### src/rtl/fetch_sequencer.sv
// Program-counter sequencer: sequential fetch, table-driven branches, call/return stack,
// fetch stall and halt detection. All state is cleared asynchronously by the active-low reset.
module fetch_sequencer #(
    parameter int PC_W      = 12,
    parameter int LBL_W     = 8,
    parameter int TBL_DEPTH = 32,
    parameter int RAS_DEPTH = 4,
    parameter int HALT_PC   = 2000
) (
    input  logic                         clk,
    input  logic                         reset,
    input  logic                         stall,
    input  logic                         br_taken,
    input  logic                         call,
    input  logic                         ret,
    input  logic [LBL_W-1:0]             br_label,
    input  logic                         tbl_we,
    input  logic [$clog2(TBL_DEPTH)-1:0] tbl_addr,
    input  logic [PC_W-1:0]              tbl_data,
    output logic [PC_W-1:0]              pc,
    output logic                         done,
    output logic                         ras_overflow,
    output logic                         ras_underflow
);
    localparam int TBL_AW = $clog2(TBL_DEPTH);
    localparam int RAS_AW = $clog2(RAS_DEPTH);
    localparam int CNT_W  = RAS_AW + 1;
    // A halt address outside the PC range can never be reached.
    localparam logic            HALT_OK = (HALT_PC >= 0) && (longint'(HALT_PC) < (64'd1 << PC_W));
    localparam logic [PC_W-1:0] HALT_V  = PC_W'(HALT_PC);

    logic [PC_W-1:0]   pc_q, pc_d, pc_inc, tgt;
    logic [PC_W-1:0]   tbl_q [TBL_DEPTH];
    logic [PC_W-1:0]   ras_q [RAS_DEPTH];
    logic [RAS_AW-1:0] top_q, top_d;
    logic [CNT_W-1:0]  cnt_q, cnt_d;
    logic              ovf_q, ovf_d, udf_q, udf_d;
    logic              push;
    logic              stack_empty, stack_full;

    assign pc_inc      = pc_q + PC_W'(1);
    assign tgt         = tbl_q[br_label[TBL_AW-1:0]];
    assign stack_empty = (cnt_q == '0);
    assign stack_full  = (cnt_q == CNT_W'(RAS_DEPTH));

    assign pc            = pc_q;
    assign done          = HALT_OK && (pc_q == HALT_V);
    assign ras_overflow  = ovf_q;
    assign ras_underflow = udf_q;

    always_comb begin
        pc_d  = pc_q;
        top_d = top_q;
        cnt_d = cnt_q;
        ovf_d = ovf_q;
        udf_d = udf_q;
        push  = 1'b0;
        if (done || stall) begin
            pc_d = pc_q;
        end else if (ret) begin
            if (stack_empty) begin
                udf_d = 1'b1;
                pc_d  = pc_inc;
            end else begin
                pc_d  = ras_q[top_q];
                top_d = top_q - RAS_AW'(1);
                cnt_d = cnt_q - CNT_W'(1);
            end
        end else if (call) begin
            // When full, the advancing top pointer lands on the oldest entry.
            push  = 1'b1;
            pc_d  = tgt;
            top_d = top_q + RAS_AW'(1);
            if (stack_full) ovf_d = 1'b1;
            else            cnt_d = cnt_q + CNT_W'(1);
        end else if (br_taken) begin
            pc_d = tgt;
        end else begin
            pc_d = pc_inc;
        end
    end

    always_ff @(posedge clk or negedge reset) begin
        if (!reset) begin
            pc_q  <= '0;
            top_q <= '0;
            cnt_q <= '0;
            ovf_q <= 1'b0;
            udf_q <= 1'b0;
        end else begin
            pc_q  <= pc_d;
            top_q <= top_d;
            cnt_q <= cnt_d;
            ovf_q <= ovf_d;
            udf_q <= udf_d;
        end
    end

    // Table writes ignore stall/done; lookups this cycle still see the old entry.
    always_ff @(posedge clk or negedge reset) begin
        if (!reset) begin
            for (int i = 0; i < TBL_DEPTH; i++) tbl_q[i] <= '0;
        end else if (tbl_we) begin
            tbl_q[tbl_addr] <= tbl_data;
        end
    end

    always_ff @(posedge clk or negedge reset) begin
        if (!reset) begin
            for (int i = 0; i < RAS_DEPTH; i++) ras_q[i] <= '0;
        end else if (push) begin
            ras_q[top_d] <= pc_inc;
        end
    end
endmodule

### config.mk
export PLATFORM = sky130hd
export DESIGN_NAME = fetch_sequencer
export DESIGN_NICKNAME = d
export VERILOG_FILES = /design/src/rtl/fetch_sequencer.sv
export SDC_FILE = /design/constraint.sdc
export NUM_CORES = 1
export LEC_CHECK = 0
export CAP_MARGIN = 30
export CORE_ASPECT_RATIO = 1.4
export CORE_UTILIZATION = 55
export CTS_BUF_LIST = sky130_fd_sc_hd__clkbuf_8
export CTS_CLUSTER_DIAMETER = 40
export CTS_CLUSTER_SIZE = 40
export DETAILED_ROUTE_END_ITERATION = 8
export PLACE_DENSITY = 0.72
export SLEW_MARGIN = 15
export SYNTH_ARGS = -nofsm -noshare
export SYNTH_HDL_FRONTEND = slang
export SYNTH_SLANG_ARGS = --single-unit
export TNS_END_PERCENT = 10
### constraint.sdc
create_clock -name clk -period 3 [get_ports clk]
set_input_delay 0.3 -clock clk [delete_from_list [all_inputs] [get_ports clk]]
set_output_delay 0.3 -clock clk [all_outputs]
set_load 0.02 [all_outputs]
# Word level (Yosys, flattened, before mapping)
# Index checks and enable logic that the tools add are counted.
# word_totals
in_bits	32
reg_bits	451
out_inout_bits	15
word_cells	97
# op_classes
eq_ne	4
n_mux	27
reduce_logical	8
bitwise	6
order_cmp	6
add_sub_neg	5
# op_table
op	n
$bwmux 384	1
$mux 12	10
$bmux 12 s5	1
$demux 12 s5	1
$bwmux 48	1
$bmux 12 s2	1
$demux 12 s2	1
$add 12x1->12 const B	1
$eq 12x11->1 const B	1
$ge 6x6->1 const B	2
$mux 3	4
$not 5->6	2
$mux 2	4
$reduce_and 4->1	2
$ge 3x3->1 const B	2
$lt 6x1->1 const B	1
$not 2->3	2
$ne 2x2->1 const B	2
$add 3x1->3 const B	1
$eq 3x3->1 const B	1
$logic_not 3->1	1
$lt 3x1->1 const B	1
$mux 1	3
$reduce_and 3->1	1
other kinds (7)	9

# Logic depth before layout (Yosys ltp)
# Gate-level depths: netlist (run 1).
# logic_depth
ltp_word	10
mapped_depth	11
ltp_nobuf	8

# Worst setup path before layout (run 1)
# OpenSTA, ideal clock, no wires.
# synth_timing
path_kind	register to register
from	register pc_q[0] (netlist: pc[0])
to	register ras_q[28] (netlist bit)
stages_incl_launch_ff	11
t_arrival_ns	2.284
setup_slack_ns	0.578
required_time_ns	2.862
path_buffers	3
setup_time_ns	0.138
synth_period_minus_slack_ns	2.422
cell_sequence	dfrtp_1 > clkbuf_1 > inv_1 > ha_1 > nor4bb_1 > a41oi_1 > buf_2 > nand2_1 > nor3_1 > clkbuf_1 > a21oi_1
# synth_via
elab_chain_len	9
elab_cells_between_ends	12
cone_classes	add/sub: 1; order compare: 2; eq/ne: 1; mux: 5; bitwise: 1; reduce/logical: 2
# synth_lines
item	line	text
start, declared	32	logic [PC_W-1:0] pc_q, pc_d, pc_inc, tgt;
start signal, assigned	91	pc_q <= pc_d;
$eq 12x11->1	47	assign done = HALT_OK && (pc_q == HALT_V);
$logic_or 1x1->1	58	if (done || stall) begin
$mux 2	58	
$not 2->3 (implied by the code)	112	ras_q[top_d] <= pc_inc;
$ge 3x3->1 (implied by the code) or $lt 3x1->1 (tied branches)	112	
$logic_and 1x1->1 (implied by the code)	112	
$mux 12 (implied by the code)	112	
$demux 12 s2	112	
$bwmux 48	112	
end signal, assigned by index	112	
end, declared	34	logic [PC_W-1:0] ras_q [RAS_DEPTH];
# Several ways; a longest one is shown, not always the timed one.
# A chain may end at the register's enable or synchronous reset.

# Worst setup path in the final report (run 1)
# layout_timing
from	register pc_q[1] (netlist: pc[1])
to	register ras_q[37] (netlist bit)
# Same word-level chain as after synthesis.

==> impl_summary.log, run 1 <==
INFO  metric outcome = complete, but fails checks
INFO  metric failed_checks = design-rule violations
INFO  metric total_grt_usage = 28.5%
INFO  metric multi_input_area = 9010 sq um
INFO  metric areaGrowthSynthToFinish = 11.5%
INFO  metric drive_gt1_share = 43.7%
INFO  metric rsz0062_at_grt = false
INFO  metric clkSinkCount = 451
INFO  metric cts-root-buf = sky130_fd_sc_hd__clkbuf_8
INFO  metric timing_hold_violations_final = 0
INFO  metric ant_nets = 0
INFO  metric final-setup-viol-count = 0
INFO  metric synth_adder_area_share = 0.216%
INFO  metric setup_total_negative_slack = 0 ns
INFO  metric clock_power_share = 25.6%
INFO  metric nets = 1581
INFO  metric clk_transition_reported_paths = 0.09 ns
INFO  metric overflow_left_after_global_routing = 0
INFO  metric post_synth_mux_area_share = 33.1%
INFO  metric post-route-period-util = 84.9%
INFO  metric wl_per_cell = 25.8 microns
INFO  metric final.setup_skew = 0.0142 ns
INFO  metric switching_share = 30.5%
INFO  metric power.share.sequential = 49.7%
INFO  metric most_common_library_cell_in_the_layout_ignoring_fill_and_taps = sky130_fd_sc_hd__dfrtp_1
INFO  metric fp.dieArea = 38700 sq um
INFO  metric grt_pass1_wl = 82.6 mm
INFO  metric clk_path_buf_depth = 3
INFO  metric critical_path_arrival = 3.04 ns
INFO  metric grt_max_degree = 96
INFO  metric synth.yosys.seq_area_share = 54.1%
INFO  metric cts_tree = yes
INFO  metric p_int = 11.7 mW
INFO  metric power_density = 723 nW/um^2
INFO  metric number_of_global_route_vias_before_repair = 13.7k
INFO  metric antenna_found_initial = 0
INFO  metric initial_core_util = 55.7%
INFO  metric top_achievable_clock_speed = 0.393 GHz
INFO  metric detailed_router_iteration_count_before_antenna_repair = 7
INFO  metric die-height = 232 microns
INFO  metric synth_ff_type = sky130_fd_sc_hd__dfrtp_1
INFO  metric post-route-worst-setup-slack = 0.454 ns
INFO  metric synth-simple-area-share = 5.10%
INFO  metric io_pins = 47
INFO  metric cell_area_after_synthesis = 20800 sq um
INFO  metric slew_limit_fails = 0
INFO  metric drv_cap = 0
INFO  metric holdCritPathClass = in2async
INFO  metric detail_route.wirelength = 53.0 mm
INFO  metric synth_compound_gate_area_share = 4.15%
INFO  metric first_iter_violations = 1165
INFO  metric place_hpwl = 36.3 mm
INFO  metric worst_vdd_rail_ir_drop = 0.349 mV
INFO  metric maxSlewHeadroom = 47.4%
INFO  metric io_buffer_count = 43
INFO  metric timing_worst_setup_path_type = reg2reg
INFO  metric detailroute.via_count = 13.0k
INFO  metric vias_per_cell = 6.31
INFO  metric tritoncts.num_buffers = 42
INFO  metric cp_max_fo = 20
INFO  metric mostFrequentLayoutCells = sky130_fd_sc_hd__dfrtp_1, sky130_fd_sc_hd__mux2_2, sky130_fd_sc_hd__mux4_2
INFO  metric period_minus_slack = 2.55 ns
INFO  metric synth_fp_nets = 1508
INFO  metric clock_latency_on_the_worst_skew_pair = 0.62 ns
INFO  metric netlist_instances = 1473
INFO  metric design.core.area = 37400 sq um
INFO  metric route.detailed.drc = 12
INFO  metric final_wtd_congestion = 0.952
INFO  metric leakage = 10.3 nW
INFO  metric yosys_register_bits = 451
INFO  metric synth_top_family_by_area = multiplexers
INFO  metric crit_path_required_time = 3.49 ns
INFO  metric regArea = 11300 sq um
INFO  metric ys_async_sr_fraction = 100%
INFO  metric filler_cell_count = 2878
INFO  metric clock_tree.htree_level_count = 2
INFO  metric dpl_worst_slack = 0.338 ns
INFO  metric timing.critical_path.to_type = flop
INFO  metric num_rows = 84
INFO  metric syn_avg_cell_area = 14.2 sq um
INFO  metric max_slew.worst_pin.slew = 0.784 ns
INFO  metric cts_post_setup_buffers_inserted = 0
INFO  metric comb_power_share = 24.6%
INFO  metric reg2reg_slack = 0.45 ns
INFO  metric yosys.cell_types.count = 55
INFO  metric netSwitchingPower = 5.14 mW
INFO  metric final_util = 62.2%
INFO  metric timing.critical_path.from_type = flop
INFO  metric synth_xor_xnor_area_share = 0.630%
INFO  metric yosys_warnings = 0
INFO  metric post_synth_edffs = 0
INFO  metric die_x = 167 microns
## cells by family after synthesis
group	after synthesis
AND/OR/NAND/NOR	229
flip-flops	451
buffers and inverters	129
XOR/XNOR	15
AO/OA/AOI/OAI	138
multiplexers	508
adder cells (fa/ha/maj)	3
## area by class of cell
type / instances / area share [%]
Antenna cell: 1 / 0.0108
Clock inverter: 33 / 1.70
Multi-Input combinational cell: 893 / 38.8
Clock buffer: 45 / 2.66
Sequential cell: 451 / 48.5
Inverter: 7 / 0.113
Timing Repair Buffer: 151 / 5.69
Tap cell: 473 / 2.54
## critical path: stages, from the launching register on
cell and delay [ns]:
sky130_fd_sc_hd__dfrtp_1 0.48, sky130_fd_sc_hd__inv_1 0.09, sky130_fd_sc_hd__ha_1 0.15, sky130_fd_sc_hd__nor4bb_1 0.35
sky130_fd_sc_hd__a41oi_1 0.16, sky130_fd_sc_hd__buf_4 0.23, sky130_fd_sc_hd__nand4_1 0.32, sky130_fd_sc_hd__buf_4 0.28
sky130_fd_sc_hd__mux2_2 0.35
## Yosys cell counts, types with 4 or more instances
cell type | n | area, sq um
sky130_fd_sc_hd__nor3_1 | 21 | 105
sky130_fd_sc_hd__nor4_1 | 4 | 25.0
sky130_fd_sc_hd__and3_1 | 4 | 25.0
sky130_fd_sc_hd__nor2_1 | 49 | 184
sky130_fd_sc_hd__o21ai_0 | 57 | 285
sky130_fd_sc_hd__xnor2_1 | 10 | 87.6
sky130_fd_sc_hd__buf_1 | 4 | 15.0
sky130_fd_sc_hd__o211ai_1 | 10 | 75.1
sky130_fd_sc_hd__mux2i_1 | 9 | 90.1
sky130_fd_sc_hd__nor2b_1 | 5 | 31.3
sky130_fd_sc_hd__buf_2 | 15 | 75.1
sky130_fd_sc_hd__buf_4 | 10 | 75.1
sky130_fd_sc_hd__dfrtp_1 | 451 | 11300
sky130_fd_sc_hd__mux4_2 | 106 | 2390
sky130_fd_sc_hd__xor2_1 | 5 | 43.8
sky130_fd_sc_hd__nand3b_1 | 4 | 30.0
sky130_fd_sc_hd__nand4_1 | 4 | 25.0
sky130_fd_sc_hd__nand3_1 | 15 | 75.1
sky130_fd_sc_hd__clkbuf_1 | 91 | 342
sky130_fd_sc_hd__inv_1 | 7 | 26.3
sky130_fd_sc_hd__and4_1 | 4 | 35.0
sky130_fd_sc_hd__a221o_1 | 4 | 40.0
sky130_fd_sc_hd__nand2_1 | 96 | 360
sky130_fd_sc_hd__mux2_2 | 393 | 4430
sky130_fd_sc_hd__a21oi_1 | 17 | 85.1
sky130_fd_sc_hd__a211oi_1 | 7 | 52.6
sky130_fd_sc_hd__a22oi_1 | 6 | 45.0
sky130_fd_sc_hd__nor3b_1 | 7 | 52.6
sky130_fd_sc_hd__o22ai_1 | 13 | 81.3
## per-stage QoR
stage          std cells  power [mW]  area, sq um  hold WS, ns
2_1_floorplan       1473        11.0        20800      0.00441
3_3_place_gp        1972        12.3        22200        0.343
3_5_place_dp        1974        12.6        22200        0.336
4_1_cts             2053        16.9        23300        0.281
5_1_grt             2053        17.6        23300        0.316
6_report            2054        16.8        23300        0.271
## worst paths after layout
path,cells past startpoint,from,to
worst max-delay path,8,pc[1],ras_q[37]
worst min-delay path,2,reset,ras_q[6]
worst max register to register,8,pc[1],ras_q[37]
worst min register to register,1,ras_underflow,ras_underflow
max in group asynchronous,3,reset,tbl_q[85]
min in group clk,1,ras_underflow,ras_underflow
## sequential cells by signal, indices dropped and copies added, names as in the netlist
| register | flops |
|---|---|
| pc | 12 |
| ras_underflow | 1 |
| cnt_q | 3 |
| tbl_q | 384 |
| ras_overflow | 1 |
| ras_q | 48 |
| top_q | 2 |
## metal layers
metal,share of wire (%),GRT usage [%],vias to the layer above
li1,-,-,5577
met3,5.0,4.24,142
met4,4.6,12.9,0
met2,52,50.2,395
met5,0,0,-
met1,39,34.8,6851
## power groups by stage
| stage | Clock (mW) | Combinational (mW) | Sequential [mW] |
|---|---|---|---|
| after floorplan | 0 | 2.79 | 8.22 |
| after global placement | 0 | 3.96 | 8.38 |
| after detailed placement | 0 | 4.14 | 8.47 |
| after CTS | 4.39 | 4.16 | 8.34 |
| after global routing | 4.60 | 4.44 | 8.54 |
| final | 4.31 | 4.14 | 8.37 |
## what timing repair did
| item | CTS | global route |
|---|---|---|
| setup endpoints to repair | 0 | 1 |
| gates resized for setup | 0 | 1 |
| hold endpoints to repair | 73 | 0 |
| hold buffers | 1 | 0 |
No activity file was read; power rests on OpenSTA's default activity.
==> inputs of run 2 (changes only) <==
PLACE_DENSITY = 0.75   (was 0.72)
clock period = 2.1 ns   (was 3 ns; I/O delays follow)
==> run 2 against run 1 <==
The flow finishes with violations (design-rule violations, negative setup slack). Clock skew grew 0.038 ns. Power grew 46%. Global-route usage grew 0.90 points. Critical path depth shrank 5. Critical endpoint is now done. Largest cell class unchanged.
==> impl_summary.log, run 2 (same netlist as run 1, synthesis figures left out) <==
INFO  metric failed_checks = design-rule violations, negative setup slack
INFO  metric timing.critical_path.from_type = flop
INFO  metric die-height = 232 microns
INFO  metric period_minus_slack = 2.11 ns
INFO  metric leakage = 10.9 nW
INFO  metric clock_latency_on_the_worst_skew_pair = 0.63 ns
INFO  metric first_iter_violations = 1123
INFO  metric io_pins = 47
INFO  metric die_x = 167 microns
INFO  metric num_rows = 84
INFO  metric mostFrequentLayoutCells = sky130_fd_sc_hd__dfrtp_1, sky130_fd_sc_hd__mux2_2, sky130_fd_sc_hd__buf_4
INFO  metric finish.instance_area = 24400 sq um
INFO  metric final-setup-viol-count = 1
INFO  metric timing_worst_setup_path_type = reg2out
INFO  metric whs = 0.168 ns
INFO  metric antenna_found_initial = 1
INFO  metric max_slew.worst_pin.slew = 0.662 ns
INFO  metric cts_tree = yes
INFO  metric worst_case_reg_to_reg_path_depth = 8
INFO  metric most_common_library_cell_in_the_layout_ignoring_fill_and_taps = sky130_fd_sc_hd__dfrtp_1
INFO  metric wl_per_cell = 25.2 microns
INFO  metric power_density = 1010 nW/um^2
INFO  metric cp_max_fo = 5
INFO  metric vias_per_cell = 6.20
INFO  metric initial_core_util = 55.7%
INFO  metric tritoncts.num_buffers = 43
INFO  metric critical_path_arrival = 1.90 ns
INFO  metric ant_nets = 0
INFO  metric overflow_left_after_global_routing = 0
INFO  metric post-route-period-util = 100%
INFO  metric fin_cells = 2152
INFO  metric rsz0062_at_grt = true
INFO  metric nets = 1680
INFO  metric largest_reg_flops = 384
INFO  metric number_of_global_route_vias_before_repair = 14.2k
INFO  metric io_buffer_count = 43
INFO  metric largest_register = tbl_q
INFO  metric place_hpwl = 38.7 mm
INFO  metric grt_max_degree = 69
INFO  metric clk_path_buf_depth = 3
INFO  metric fp.dieArea = 38700 sq um
INFO  metric drive_gt1_share = 48.0%
INFO  metric final_util = 65.3%
INFO  metric top_achievable_clock_speed = 0.475 GHz
INFO  metric areaGrowthSynthToFinish = 17.2%
INFO  metric route.detailed.drc = 3
INFO  metric total_grt_usage = 29.4%
INFO  metric maxSlewHeadroom = 55.6%
INFO  metric timing_hold_violations_final = 0
INFO  metric cts-root-buf = sky130_fd_sc_hd__clkbuf_8
INFO  metric holdCritPathClass = in2async
INFO  metric post-layout-total-power = 24.6 mW
INFO  metric setup_total_negative_slack = -0.00701 ns
INFO  metric worst_r2r_startpoint = pc[4]
INFO  metric reg2reg_slack = 0.04 ns
INFO  metric detailroute.via_count = 13.3k
INFO  metric final.setup_skew = 0.0523 ns
INFO  metric clk_transition_reported_paths = 0.10 ns
INFO  metric detail_route.wirelength = 54.3 mm
INFO  metric clkSinkCount = 451
INFO  metric place_inst = 2068
INFO  metric worst_vdd_rail_ir_drop = 0.465 mV
INFO  metric outcome = complete, but fails checks
INFO  metric slew_limit_fails = 0
INFO  metric drv_cap = 0
INFO  metric detailed_router_iteration_count_before_antenna_repair = 9
INFO  metric timing.critical_path.to_type = primary output
INFO  metric crit_path_required_time = 1.89 ns
INFO  metric clock_tree.htree_level_count = 2
INFO  metric grt_pass1_wl = 85.4 mm
INFO  metric timing.rr.end = pc[9]
INFO  metric post-route-worst-setup-slack = -0.00701 ns
INFO  metric placed_area = 23300 sq um
INFO  metric design.core.area = 37400 sq um
INFO  metric dpl_worst_slack = -0.373 ns
INFO  metric final_wtd_congestion = 0.947
## run 2: per-layer routing
layer,GRT usage (%),vias up,share of wire (%)
li1,-,5775,-
met1,34.9,7048,38
met2,53.0,380,53
met3,4.01,141,4.4
met4,13.7,0,5.0
met5,0,-,0
## run 2: layout make-up
type	count	area, sq um
diodes	1	2.50
repair buffers	249	2430
multi-input cells	893	9080
clock buffers	45	619
fillers	2658	13000
clock inverters	33	398
well taps	473	592
flip-flops and latches	451	11300
inverters	7	26.3
## run 2: worst max-delay path by stage
stage | depth (start not counted) | slack [ns] | endpoint | startpoint
floorplan | 10 | -0.03 | ras_q[0] | pc[0]
global placement | 8 | -0.42 | pc[11] | br_taken
detailed placement | 8 | -0.37 | pc[11] | br_taken
CTS | 9 | 0.001 | ras_q[25] | pc[0]
global route | 5 | -0.07 | done | pc[0]
finish | 3 | -0.007 | done | pc[4]
## run 2: repair_timing
item / 4_1_cts / 5_1_grt
gates resized for setup: 11 / 10
cloned: 0 / 1
endpoints found under the setup margin: 9 / 12
hold buffers: 1 / 0
pin swaps: 3 / 1
buffers inserted: 1 / 2
hold endpoints to repair: 133 / 0
## run 2: where the power goes
part / internal [mW] / switching (mW) / total, mW
Combinational: 3.52 / 3.07 / 6.59
Sequential: 10.7 / 1.18 / 11.9
Clock: 2.63 / 3.46 / 6.09
Total: 16.8 / 7.72 / 24.6
## run 2: critical path, cell delays in order, from the launching register on
cell and delay, ns:
sky130_fd_sc_hd__dfrtp_1 0.50, sky130_fd_sc_hd__nor4bb_4 0.40, sky130_fd_sc_hd__and4_4 0.27, sky130_fd_sc_hd__buf_4 0.14
